<file path="config.mk">
export PLATFORM = sky130hd
export DESIGN_NAME = reset_sequencer
export DESIGN_NICKNAME = d
export VERILOG_FILES = /design/src/rtl/reset_sequencer.sv
export SDC_FILE = /design/constraint.sdc
export NUM_CORES = 1
export LEC_CHECK = 0
export ABC_CLOCK_PERIOD_IN_PS = 3200
export CORE_MARGIN = 2
export CORE_UTILIZATION = 50
export CTS_CLUSTER_DIAMETER = 50
export DETAILED_ROUTE_END_ITERATION = 10
export MAX_ROUTING_LAYER = met4
export PLACE_DENSITY = 0.72
export SLEW_MARGIN = 20
export SYNTH_ARGS = -nofsm -noshare
export SYNTH_HDL_FRONTEND = slang
export SYNTH_SLANG_ARGS = --single-unit
</file>
<file path="constraint.sdc">
create_clock -name clk -period 3.2 [get_ports clk]
set_clock_uncertainty 0.2 [all_clocks]
set_input_delay 0.48 -clock clk [delete_from_list [all_inputs] [get_ports clk]]
set_output_delay 0.48 -clock clk [all_outputs]
set_load 0.1 [all_outputs]
</file>
<file path="src/rtl/reset_sequencer.sv">
// Reset sequencer: releases NUM_STAGES reset domains one at a time, in order.
// All domains are held in reset for HOLD_CYCLES after reset removal. Each
// released domain must then acknowledge within ACK_TIMEOUT cycles. The next
// domain is released GAP_CYCLES after that acknowledge. A missing acknowledge
// puts every domain back into reset and raises a sticky timeout flag.
module reset_sequencer #(
  parameter int NUM_STAGES  = 4,
  parameter int HOLD_CYCLES = 16,
  parameter int GAP_CYCLES  = 8,
  parameter int ACK_TIMEOUT = 256
) (
  input  logic                  clk,
  input  logic                  sync_reset_i,
  input  logic                  soft_reset_i,
  input  logic [NUM_STAGES-1:0] stage_ack_i,
  output logic [NUM_STAGES-1:0] stage_reset_o,
  output logic                  done_o,
  output logic                  timeout_o,
  output logic                  busy_o
);

  // One counter is shared by the hold, gap and ack-timeout phases. It is sized
  // for the longest of the three.
  localparam int MAX_HG  = (HOLD_CYCLES > GAP_CYCLES) ? HOLD_CYCLES : GAP_CYCLES;
  localparam int MAX_CNT = (MAX_HG > ACK_TIMEOUT) ? MAX_HG : ACK_TIMEOUT;
  localparam int CNT_W   = (MAX_CNT > 1) ? $clog2(MAX_CNT) : 1;
  localparam int IDX_W   = (NUM_STAGES > 1) ? $clog2(NUM_STAGES) : 1;

  localparam logic [CNT_W-1:0] HOLD_LAST = CNT_W'(HOLD_CYCLES - 1);
  localparam logic [CNT_W-1:0] GAP_LAST  = CNT_W'(GAP_CYCLES - 1);
  localparam logic [CNT_W-1:0] ACK_LAST  = CNT_W'(ACK_TIMEOUT - 1);
  localparam logic [IDX_W-1:0] IDX_LAST  = IDX_W'(NUM_STAGES - 1);

  typedef enum logic [2:0] {
    S_HOLD,
    S_ACK_WAIT,
    S_GAP,
    S_DONE,
    S_ERROR
  } state_e;

  state_e                  state_q;
  logic [CNT_W-1:0]        cnt_q;
  logic [IDX_W-1:0]        idx_q;
  logic [NUM_STAGES-1:0]   stage_reset_q;
  logic                    done_q;
  logic                    timeout_q;
  logic                    busy_q;

  logic [CNT_W-1:0]        cnt_inc_d;
  logic [IDX_W-1:0]        idx_inc_d;
  logic                    restart_d;

  // Incremented counter/index values and the combined restart request.
  always_comb begin
    cnt_inc_d = cnt_q + CNT_W'(1);
    idx_inc_d = idx_q + IDX_W'(1);
    restart_d = sync_reset_i | soft_reset_i;
  end

  // Sequencer FSM. All outputs are registered here alongside the state.
  // NOTE: sequential state uses non-blocking assignments only. Every register
  // then samples the pre-edge values, so the order of statements does not matter.
  always_ff @(posedge clk) begin
    // NOTE: the synchronous reset is tested first. That gives it priority over
    // every FSM transition, so no stage can be released on an edge where reset
    // is sampled high.
    if (restart_d) begin
      state_q       <= S_HOLD;
      cnt_q         <= '0;
      idx_q         <= '0;
      stage_reset_q <= '1;
      done_q        <= 1'b0;
      timeout_q     <= 1'b0;
      busy_q        <= 1'b1;
    end else begin
      case (state_q)
        S_HOLD: begin
          if (cnt_q == HOLD_LAST) begin
            stage_reset_q[0] <= 1'b0;
            idx_q            <= '0;
            cnt_q            <= '0;
            state_q          <= S_ACK_WAIT;
          end else begin
            cnt_q <= cnt_inc_d;
          end
        end
        S_ACK_WAIT: begin
          // An ack sampled on the final timeout edge still counts as success.
          if (stage_ack_i[idx_q]) begin
            if (idx_q == IDX_LAST) begin
              state_q <= S_DONE;
              done_q  <= 1'b1;
              busy_q  <= 1'b0;
            end else begin
              state_q <= S_GAP;
              cnt_q   <= '0;
            end
          end else if (cnt_q == ACK_LAST) begin
            state_q       <= S_ERROR;
            stage_reset_q <= '1;
            timeout_q     <= 1'b1;
            busy_q        <= 1'b0;
          end else begin
            cnt_q <= cnt_inc_d;
          end
        end
        S_GAP: begin
          if (cnt_q == GAP_LAST) begin
            stage_reset_q[idx_inc_d] <= 1'b0;
            idx_q                    <= idx_inc_d;
            cnt_q                    <= '0;
            state_q                  <= S_ACK_WAIT;
          end else begin
            cnt_q <= cnt_inc_d;
          end
        end
        S_DONE, S_ERROR: begin
          // Terminal states: only a reset or a soft reset leaves them.
        end
        default: begin
          state_q       <= S_HOLD;
          cnt_q         <= '0;
          idx_q         <= '0;
          stage_reset_q <= '1;
          done_q        <= 1'b0;
          timeout_q     <= 1'b0;
          busy_q        <= 1'b1;
        end
      endcase
    end
  end

  assign stage_reset_o = stage_reset_q;
  assign done_o        = done_q;
  assign timeout_o     = timeout_q;
  assign busy_o        = busy_q;

endmodule

</file>
==> summary.md <==
| Metric | Value |
|---|---|
| Vias post-DR | `1217` |
| Crit path arrival time | `2.66 ns` |
| Nets | `178` |
| R2R cell count | `5` |
| Final hold vios | `0` |
| Asr flop ratio synth | `0` |
| First-pass GRT wire length | `5.02 mm` |
| Synth Register Bits | `20` |
| Highest clock rate | `376 MHz` |
| Cell area after technology mapping | `0.00123 mm2` |
| Diodes inserted | `0` |
| Antenna viol nets, final | `0` |
| Sw Share | `0.228` |
| Crit share post-route | `0.831` |
| R2R Path End | `cnt_q[6]$_SDFFE_PP0P_` |
| Multi-input gate area | `777 um2` |
| EDFF count, synth | `0` |
| Sequential standard cell area | `400 um2` |
| Crit path time final | `2.66 ns` |
| Critical Path, Cell by Cell | `mux4_2 -> a211o_1 -> o21ai_1 -> o21ai_1 -> a32o_1` |
| Number of vias per cell | `6.37` |
| Routed WL per cell | `16.1 um` |
| Overall die width | `53.5 um` |
| Initial antenna violation count | `0` |
| CTS Buffer Depth | `2` |
| WHS | `0.273 ns` |
| CP Data Required Time | `3.20 ns` |
| Root buf cell | `clkbuf_4` |
| I/O Buffers | `13` |
| R2r setup slk | `0.54 ns` |
| Syn Area/Cell | `8.12 um2` |
| Vias in the first global route | `1129` |
| Worst Hold Class | `flip-flop to flip-flop` |
| Most frequent cells in the layout | `dfxtp_1 (20), nand2_1 (15), a21oi_1 (11)` |
| Placed Cells | `188` |
| Final TNS setup | `0 ns` |
| Filler Cell Count | `216` |
| Setup Viol. Count Final | `0` |
| Height of the die | `53.5 um` |
| # resized after CTS | `0` |
| Hold Path Sink | `stage_reset_o[2]$_SDFFE_PP1P_` |
| CTS Sinks | `20` |
| Die footprint | `0.00286 mm2` |
| DRT Pass-1 Iters | `4` |
| Reg power frac | `0.635` |
| Fraction of layout cells with a size suffix above 1 | `0.110` |
| Finished Layout Cells | `191` |
| Relative slew slack | `0.520` |
| Launch point of the worst reg-to-reg path | `idx_q[0]$_SDFFE_PP0P_` |
| IO Pins | `14` |
| Core box area | `0.00228 mm2` |
| Worst-Skew Late Latency | `0.30 ns` |
| Critical path fanouts, max | `8` |
| Routed WL | `3.08 mm` |
| Yosys cell types | `43` |
| Commonest non-fill, non-tap cell in the layout | `dfxtp_1` |
| Clk network pwr share | `0.311` |
| Sequential share of the synthesized area | `0.327` |
| Predominant post-synthesis flop cell | `dfxtp_1` |
| Synth-to-Final Area Change | `13.3%` |
| CP most frequent cell | `o21ai_1` |
| H-tree Lvls | `1` |
| P_sw | `90.2 uW` |
| Num CTS Buffers | `3` |
| Tot GR Track Use | `0.251` |
| Max rail drop VDD | `0.000171 V` |
| Largest net degree at the start of global routing | `18` |
| Pwr/cell area | `285 mW/mm2` |
| Startpoint Class | `flip-flop` |
| Status | `finished clean` |
| Synth Net Count | `164` |
| Slowest stage delay, CP | `0.66 ns` |
| P_leak | `0.495 nW` |
| Initial Utilization | `0.539` |
| GR Overflow Total | `0` |
| Slowest CP cell | `mux4_2` |
| Ys Warns | `0` |
| Maxcap violations | `0` |
| Placer congestion estimate | `0.855` |
| Setup bufs post-CTS | `0` |
| Worst Setup End Kind | `flip-flop` |
| Hold depth | `1` |
| DRC viols | `0` |
| P_int | `305 uW` |
| Worst-Margin Slew | `0.717 ns` |
| Comb pwr share | `0.054` |
| Clock-pin slew on the worst setup and hold paths | `0.11 ns` |
| Hpwl dp | `2.28 mm` |
| 1st-iter DRT viols | `35` |
| Critical path class | `flip-flop to flip-flop` |
| TritonCTS clock tree | `done` |
| Pins over their slew limit | `0` |
| CTS Hold Bufs | `0` |
| Cells after Synth | `151` |
| Row count | `17` |
| RSZ-0062 raised after global routing | `no` |
| Hold path start | `stage_reset_o[2]$_SDFFE_PP1P_` |
metrics by stage:
stage | area [um2] | power [mW] | utilization | worst slack (ns)
detailed placement | 1370 | 0.278 | 0.600 | 0.250
global route | 1390 | 0.414 | 0.610 | 0.445
global placement | 1370 | 0.277 | 0.600 | 0.360
floorplan | 1230 | 0.266 | - | 0.860
CTS | 1390 | 0.398 | 0.610 | 0.549
finish | 1390 | 0.396 | 0.610 | 0.540
cells by family (layout without fill, tap and decap cells):
family	after synthesis	count (layout)	share of synthesized area
DFF	20	20	0.327
and+or+nand+nor	61	61	0.269
adders and majority gates	6	6	0.0612
AOI/OAI and AO/OA	47	47	0.261
muxes	3	3	0.0347
buffers and inverters	13	25	0.0398
xor gates and xnor gates	1	1	0.00714
worst max-delay path: cells and delay by family, from the launching register on:
family	cells	cell delay, ns
AOI/OAI and AO/OA	4	1.19
muxes	1	0.66
DFF	1	0.51
area by class of cell:
class / instances / area share
clock buffer: 3 / 0.0162
inverter: 7 / 0.0189
multi-input combinational: 118 / 0.559
sequential: 20 / 0.288
tap: 28 / 0.0252
timing repair buffer: 15 / 0.0919
power by group through the flow:
| stage | logic (mW) | clock network, mW | registers, mW |
|---|---|---|---|
| 6_report | 0.0215 | 0.123 | 0.251 |
| 5_1_grt | 0.0232 | 0.139 | 0.251 |
| 4_1_cts | 0.0214 | 0.126 | 0.251 |
| 3_5_place_dp | 0.0213 | 0 | 0.257 |
| 3_3_place_gp | 0.0205 | 0 | 0.257 |
| 2_1_floorplan | 0.0100 | 0 | 0.256 |
flip-flops by register name (all words and copies together), names as in the netlist:
register,flops
busy_o,1
cnt_q,8
done_o,1
idx_q,2
stage_reset_o,4
state_q,3
timeout_o,1
synthesized netlist by cell type (3+ instances only):
cell type	number	area, um2
inv_1	6	22.5
and3_1	4	25.0
nand2_1	15	56.3
o21a_1	3	22.5
nor3_1	6	30.0
a32o_1	4	40.0
a21oi_1	11	55.1
a21o_1	4	30.0
ha_1	6	75.1
clkbuf_1	5	18.8
nor2_1	9	33.8
nor2b_1	5	31.3
dfxtp_1	20	400
o21ai_1	10	50.1
nor4_1	3	18.8
o21ai_0	3	15.0
nand3_1	7	35.0
per-layer routing:
layer  track usage  up-vias  share of wire
met5             -        -              0
met3        0.0480        9          0.073
met1         0.303      568           0.42
met2         0.389       53           0.48
met4         0.141        0          0.023
li1              -      587              -
worst max path at each step:
stage / from / endpoint / depth (start not counted)
finish: idx_q[0]$_SDFFE_PP0P_ / cnt_q[6]$_SDFFE_PP0P_ / 5
floorplan: idx_q[0]$_SDFFE_PP0P_ / cnt_q[7]$_SDFFE_PP0P_ / 5
global route: idx_q[0]$_SDFFE_PP0P_ / cnt_q[6]$_SDFFE_PP0P_ / 5
global placement: stage_ack_i[3] / stage_reset_o[1]$_SDFFE_PP1P_ / 6
CTS: idx_q[0]$_SDFFE_PP0P_ / cnt_q[6]$_SDFFE_PP0P_ / 5
detailed placement: stage_ack_i[3] / cnt_q[6]$_SDFFE_PP0P_ / 6
Power figures use the tool's default switching activity.
